==> src/rtl/wavelet_filter_bank.sv <==
// rtl/wavelet_filter_bank.sv - multi-channel FIR wavelet bank sharing one sample history and one MAC
//
// Optional feature macro: WAVELET_SATURATE_EN
//   defined     -> shifted accumulator is clamped to the signed OUT_BITS range
//   not defined -> shifted accumulator is truncated to its low OUT_BITS bits (wraps)
//
// Ports:
//   clk            system clock
//   rst            synchronous reset, active-high
//   i_value        signed sample, captured on the detected i_data_clk rising edge
//   i_data_clk     asynchronous sample strobe (rising edge = new sample)
//   i_coef_we      coefficient write strobe (IDLE only)
//   i_coef_addr    flat {channel, tap} coefficient address; tap 0 multiplies the newest sample
//   i_coef_data    signed coefficient
//   i_len_we       tap-length write strobe (IDLE only)
//   i_len_ch       channel whose tap length is written
//   i_len_val      tap count, clamped to MAX_TAPS
//   i_select       output channel select
//   o_wavelet_out  registered result[i_select], 0 for an out-of-range select
//   o_valid        one-cycle pulse when all channel results have been updated
//   o_busy         high while the FSM is not IDLE
//   o_overrun      sticky flag: a sample edge arrived while busy
//   o_active       0 in reset, 1 afterwards

module wavelet_filter_bank #(
  parameter int BITS_PER_ELEM = 8,
  parameter int NUM_CHANNELS  = 4,
  parameter int MAX_TAPS      = 32,
  parameter int ACC_BITS      = 24,
  parameter int OUT_SHIFT     = 7,
  parameter int OUT_BITS      = 8,
  localparam int ADDR_W = (NUM_CHANNELS * MAX_TAPS > 1) ? $clog2(NUM_CHANNELS * MAX_TAPS) : 1,
  localparam int CH_W   = (NUM_CHANNELS > 1) ? $clog2(NUM_CHANNELS) : 1,
  localparam int LEN_W  = $clog2(MAX_TAPS) + 1
) (
  input  logic                     clk,
  input  logic                     rst,
  input  logic [BITS_PER_ELEM-1:0] i_value,
  input  logic                     i_data_clk,
  input  logic                     i_coef_we,
  input  logic [ADDR_W-1:0]        i_coef_addr,
  input  logic [BITS_PER_ELEM-1:0] i_coef_data,
  input  logic                     i_len_we,
  input  logic [CH_W-1:0]          i_len_ch,
  input  logic [LEN_W-1:0]         i_len_val,
  input  logic [7:0]               i_select,
  output logic [OUT_BITS-1:0]      o_wavelet_out,
  output logic                     o_valid,
  output logic                     o_busy,
  output logic                     o_overrun,
  output logic                     o_active
);

  localparam int TAP_W  = (MAX_TAPS > 1) ? $clog2(MAX_TAPS) : 1;
  localparam int DEPTH  = NUM_CHANNELS * MAX_TAPS;
  localparam int PROD_W = 2 * BITS_PER_ELEM;

  typedef enum logic [2:0] {
    S_IDLE,
    S_SHIFT,
    S_MAC,
    S_STORE,
    S_DONE
  } state_t;

  state_t state_q, state_d;

  // Strobe synchroniser: bits 0..1 are the 2-FF synchroniser, bit 2 holds the
  // previous synchronised level for rising-edge detection.
  logic [2:0] dclk_sync;
  logic       data_edge;

  logic signed [BITS_PER_ELEM-1:0] hist   [MAX_TAPS];
  logic signed [BITS_PER_ELEM-1:0] coef   [DEPTH];
  logic        [LEN_W-1:0]         len    [NUM_CHANNELS];
  logic        [OUT_BITS-1:0]      result [NUM_CHANNELS];

  logic signed [BITS_PER_ELEM-1:0] sample_q;
  logic signed [ACC_BITS-1:0]      acc_q;
  logic        [CH_W-1:0]          ch_q;
  logic        [TAP_W-1:0]         tap_q;
  logic                            overrun_q;
  logic                            active_q;
  logic        [OUT_BITS-1:0]      out_q;

  logic        [CH_W-1:0]          next_ch;
  logic        [LEN_W-1:0]         cur_len;
  logic        [LEN_W-1:0]         next_len;
  logic                            last_tap;
  logic                            last_ch;
  logic        [ADDR_W-1:0]        coef_idx;
  logic signed [PROD_W-1:0]        prod;
  logic signed [ACC_BITS-1:0]      prod_ext;
  logic signed [ACC_BITS-1:0]      shifted;
  logic        [OUT_BITS-1:0]      fmt_val;
  logic                            coef_wr_ok;
  logic                            len_wr_ok;

  assign data_edge = dclk_sync[1] & ~dclk_sync[2];

  assign next_ch  = ch_q + 1'b1;
  assign cur_len  = len[ch_q];
  assign next_len = len[next_ch];
  assign last_tap = (LEN_W'(tap_q) + LEN_W'(1)) == cur_len;
  assign last_ch  = 32'(ch_q) == NUM_CHANNELS - 1;

  // Coefficient storage is flat: channel c, tap t lives at c*MAX_TAPS + t.
  assign coef_idx = ADDR_W'(32'(ch_q) * MAX_TAPS + 32'(tap_q));
  assign prod     = coef[coef_idx] * hist[tap_q];
  assign prod_ext = {{(ACC_BITS - PROD_W){prod[PROD_W-1]}}, prod};

  assign shifted = acc_q >>> OUT_SHIFT;

`ifdef WAVELET_SATURATE_EN
  localparam logic signed [ACC_BITS-1:0] SAT_MAX = ACC_BITS'((1 << (OUT_BITS - 1)) - 1);
  localparam logic signed [ACC_BITS-1:0] SAT_MIN = ~SAT_MAX;

  always_comb begin
    fmt_val = shifted[OUT_BITS-1:0];
    if (shifted > SAT_MAX) begin
      fmt_val = SAT_MAX[OUT_BITS-1:0];
    end else if (shifted < SAT_MIN) begin
      fmt_val = SAT_MIN[OUT_BITS-1:0];
    end
  end
`else
  assign fmt_val = shifted[OUT_BITS-1:0];
`endif

  // Configuration is only accepted while idle so a running pass always sees
  // a consistent coefficient/length set.
  assign coef_wr_ok = i_coef_we && (state_q == S_IDLE) && (32'(i_coef_addr) < DEPTH);
  assign len_wr_ok  = i_len_we && (state_q == S_IDLE) && (32'(i_len_ch) < NUM_CHANNELS);

  always_ff @(posedge clk) begin
    if (rst) begin
      dclk_sync <= '0;
    end else begin
      dclk_sync <= {dclk_sync[1:0], i_data_clk};
    end
  end

  always_ff @(posedge clk) begin
    if (rst) begin
      state_q <= S_IDLE;
    end else begin
      state_q <= state_d;
    end
  end

  always_comb begin
    state_d = state_q;
    case (state_q)
      S_IDLE: begin
        if (data_edge) begin
          state_d = S_SHIFT;
        end
      end
      S_SHIFT: begin
        // A zero-length channel skips MAC entirely.
        state_d = (len[0] == '0) ? S_STORE : S_MAC;
      end
      S_MAC: begin
        if (last_tap) begin
          state_d = S_STORE;
        end
      end
      S_STORE: begin
        if (last_ch) begin
          state_d = S_DONE;
        end else begin
          state_d = (next_len == '0) ? S_STORE : S_MAC;
        end
      end
      S_DONE: begin
        state_d = S_IDLE;
      end
      default: begin
        state_d = S_IDLE;
      end
    endcase
  end

  always_ff @(posedge clk) begin
    if (rst) begin
      sample_q <= '0;
      acc_q    <= '0;
      ch_q     <= '0;
      tap_q    <= '0;
      for (int i = 0; i < MAX_TAPS; i++) begin
        hist[i] <= '0;
      end
      for (int c = 0; c < NUM_CHANNELS; c++) begin
        result[c] <= '0;
      end
    end else begin
      case (state_q)
        S_IDLE: begin
          acc_q <= '0;
          ch_q  <= '0;
          tap_q <= '0;
          if (data_edge) begin
            sample_q <= i_value;
          end
        end
        S_SHIFT: begin
          hist[0] <= sample_q;
          for (int i = 1; i < MAX_TAPS; i++) begin
            hist[i] <= hist[i-1];
          end
        end
        S_MAC: begin
          acc_q <= acc_q + prod_ext;
          tap_q <= tap_q + 1'b1;
        end
        S_STORE: begin
          result[ch_q] <= fmt_val;
          acc_q        <= '0;
          tap_q        <= '0;
          ch_q         <= last_ch ? '0 : next_ch;
        end
        default: begin
        end
      endcase
    end
  end

  always_ff @(posedge clk) begin
    if (rst) begin
      for (int i = 0; i < DEPTH; i++) begin
        coef[i] <= '0;
      end
      for (int c = 0; c < NUM_CHANNELS; c++) begin
        len[c] <= '0;
      end
    end else begin
      if (coef_wr_ok) begin
        coef[i_coef_addr] <= i_coef_data;
      end
      if (len_wr_ok) begin
        len[i_len_ch] <= (32'(i_len_val) > MAX_TAPS) ? LEN_W'(MAX_TAPS) : i_len_val;
      end
    end
  end

  always_ff @(posedge clk) begin
    if (rst) begin
      overrun_q <= 1'b0;
      active_q  <= 1'b0;
      out_q     <= '0;
    end else begin
      active_q <= 1'b1;
      // Edges seen outside IDLE (including DONE) are dropped and flagged.
      if (data_edge && (state_q != S_IDLE)) begin
        overrun_q <= 1'b1;
      end
      if (32'(i_select) < NUM_CHANNELS) begin
        out_q <= result[i_select[CH_W-1:0]];
      end else begin
        out_q <= '0;
      end
    end
  end

  assign o_wavelet_out = out_q;
  assign o_valid       = (state_q == S_DONE);
  assign o_busy        = (state_q != S_IDLE);
  assign o_overrun     = overrun_q;
  assign o_active      = active_q;

endmodule

==> config.mk <==
export PLATFORM = sky130hd
export DESIGN_NAME = wavelet_filter_bank
export DESIGN_NICKNAME = d
export VERILOG_FILES = /design/src/rtl/wavelet_filter_bank.sv
export SDC_FILE = /design/constraint.sdc
export NUM_CORES = 2
export LEC_CHECK = 0
export CORE_MARGIN = 1
export CORE_UTILIZATION = 40
export DETAILED_ROUTE_END_ITERATION = 10
export PLACE_DENSITY = 0.63
export SYNTH_ARGS = -nofsm -noshare
export SYNTH_HDL_FRONTEND = slang
export SYNTH_SLANG_ARGS = --single-unit
export TNS_END_PERCENT = 100
==> constraint.sdc <==
create_clock -name clk -period 13.3 [get_ports clk]
set_input_delay 3.99 -clock clk [delete_from_list [all_inputs] [get_ports clk]]
set_output_delay 3.99 -clock clk [all_outputs]
set_load 0.1 [all_outputs]
==> reports/results.ini <==
[clock_tree]
insertion_delay_ps = 790
cts_hold_buf = 0
cts_buffer_depth = 3
cts_root_buffer = clkbuf_16
post-cts-setup-buffers = 0
cts_resized = 0
cts_tree = built
clock-sinks = 1389
clk_pin_slew_ps = 60
htreeDepth = 4
cts_made_buffers = 147

[timing]
max-slew-margin-rel = 0.0670
whs_ps = 455
slew_viol_final = 0
finalClockSkew_ps = 31.1
timing.final.hold_violations = 0
period_needed_ps = 9070
rsz0062_at_grt = no
period_share = 0.682
max_freq_ghz = 0.110
setup_viol = 0
worst_pin_slew_ps = 1380
fin_setup_tns_ps = 0

[flow_run]
drv_cap = 0

[setup_path]
critPathMaxStageDelay_ps = 800
required_ps = 13970
reg2reg_depth = 25
worstPathMaxFanout = 44
crit_path_end_kind = flip-flop
slowest_stage = buf_4
worstPathArrival_ps = 9740
critical_path_buf_inv_count = 7
crit_path_start_kind = flip-flop
critical_path_class = flip-flop to flip-flop
crit_cells = 25
cp_top_family = adder cells

[placement]
numPortBuffers = 55
dpl.hpwl_mm = 106
gp_congestion = 0.838

[logic_synthesis]
synth_edf_count = 1336
synthTopCellsByCount = 1336 x edfxtp_1, 1047 x and2_1, 400 x mux4_2, 267 x clkbuf_1, 229 x nor2_1
synth.distinct_cells = 53
synthesis.nets = 4468
synth_cells = 4322
synth_flop_cell = edfxtp_1
synth.area.top_cells = edfxtp_1 61%, mux4_2 14%, and2_1 9.9%
synthArstFlopShare = 0
yosysTopAreaCell = edfxtp_1
yosysWarnings = 0
seq_area_frac_synth = 0.625
synth_most_common_cell = edfxtp_1
syn_avg_cell_area_um2 = 15.2
synth_seq_cells = 1389
netlist.area_leader.share = 0.609
syn_area_um2 = 65900

[run_status]
outcome = finished, final reports clean

[route]
wl_per_cell_um = 24.9
via_count = 36500
drc = 0
vias_per_cell = 5.50
initialDrtViolationCount = 3874
drt-pass1-iter-count = 5
ant_nets = 0
wl_mm = 165

[power_and_ir_drop]
p_sw_uw = 2490
combPwrFrac = 0.105
leakagePower_uw = 0.0263
switching_share = 0.242
p_int_uw = 7810
total_power_uw = 10300
power_frac_seq = 0.498
p_per_area_nw_per_um2 = 140
p_clk_frac = 0.397
max-vdd-ir-drop_uv = 141

[global_routing]
grt_max_degree = 147
grt-ovfl-total = 0
grt_pass1_wl_mm = 248
antenna_found_initial = 5
grt_pass1_vias = 36800
track_usage = 0.199

[floorplan]
core_um2 = 163000
io_pins = 56
die_area_um2 = 166000
start_util = 0.404
die_h_um = 408
num_rows = 148
fp.dieW_um = 408

[worst_hold_path]
holdPathStages = 1
hp-class = flip-flop to flip-flop

[layout]
nets = 4483
layout-drive-gt1-share = 0.178
postLayoutCoreUtil = 0.451
fill_cells = 14200
area_delta_synth_final_pct = 11.7

-- registers in the layout (all words and copies together) (netlist names), named ones only --
register       cells
acc_q             15
ch_q               2
coef            1024
dclk_sync          3
hist             256
len               24
o_active           1
o_overrun          1
o_wavelet_out      8
result            32
sample_q           8
state_q            3
tap_q              5
-- layout make-up --
class | instances | area, um2 | share of cell area
Timing Repair Buffer | 198 | 1630 | 0.0221
Clock buffer | 186 | 3980 | 0.0541
Sequential cell | 1389 | 41200 | 0.560
Inverter | 83 | 319 | 0.00433
Tap cell | 2175 | 2720 | 0.0370
Antenna cell | 2 | 5.00 | 0.0000680
Multi-Input combinational cell | 2518 | 23000 | 0.313
Clock inverter | 79 | 744 | 0.0101
-- per-layer routing --
metal  global-route usage  share of wire
met1                0.277           0.43
met2                0.320           0.48
met3               0.0343          0.067
met4               0.0557          0.023
met5                    0       0.000079
-- worst reg2reg max path, delay by kind of cell, from the launching register on --
kind | cells | cell delay (ps)
flip-flops | 1 | 790
AO/OA/AOI/OAI | 8 | 1400
AND/OR/NAND/NOR | 2 | 1530
adder cells (fa/ha/maj) | 6 | 2790
multiplexers | 1 | 410
buffers and inverters | 7 | 1900
XOR/XNOR | 1 | 150
-- cells in the final DEF, fill, tap and decap left out, types with 45 or more instances in the layout --
master / instances
mux4_2: 400
and3_1: 161
buf_4: 148
clkbuf_16: 153
clkdlybuf4s50_1: 46
o21ai_0: 137
dfxtp_1: 45
fa_1: 66
mux2i_1: 45
nor2b_1: 132
edfxtp_1: 1336
nor2_1: 229
inv_1: 81
and2_1: 1047
-- stage by stage --
stage	setup WS [ps]	instances	cell area, um2
detailed placement	4100	6362	68900
CTS	4060	6627	73600
finish	4230	6630	73600
global placement	4090	6362	68900
global route	3520	6628	73600
floorplan	5110	4322	65900
-- cell families (layout without fill, tap and decap cells) --
family                   after synthesis  after routing  share of synthesized area
AND/OR/NAND/NOR                     1705           1705                      0.152
multiplexers                         454            454                      0.146
adder cells (fa/ha/maj)              102            102                     0.0269
other                                  0              2                          0
AO/OA/AOI/OAI                        229            229                     0.0203
flip-flops                          1389           1389                      0.625
buffers and inverters                415            546                     0.0262
XOR/XNOR                              28             28                    0.00372
-- power groups by stage --
stage	Combinational (uW)	Sequential, uW	Clock (uW)
after floorplan	778	5170	0
after global placement	1090	5220	0
after detailed placement	1100	5220	0
after CTS	1100	5130	4150
after global routing	1190	5150	4300
final	1080	5130	4090
-- path summary, 6_finish.rpt --
path | start | end | slack [ps]
hold reg to reg | dclk_sync[0]$_SDFF_PP0_ | dclk_sync[1]$_SDFF_PP0_ | 450
setup reg to reg | tap_q[0]$_SDFFE_PP0N_ | acc_q[13]$_SDFFE_PP0N_ | 4230
setup / recovery | tap_q[0]$_SDFFE_PP0N_ | acc_q[13]$_SDFFE_PP0N_ | 4230
hold / removal | dclk_sync[0]$_SDFF_PP0_ | dclk_sync[1]$_SDFF_PP0_ | 450
Note: power is estimated with default switching activity, not from simulation.
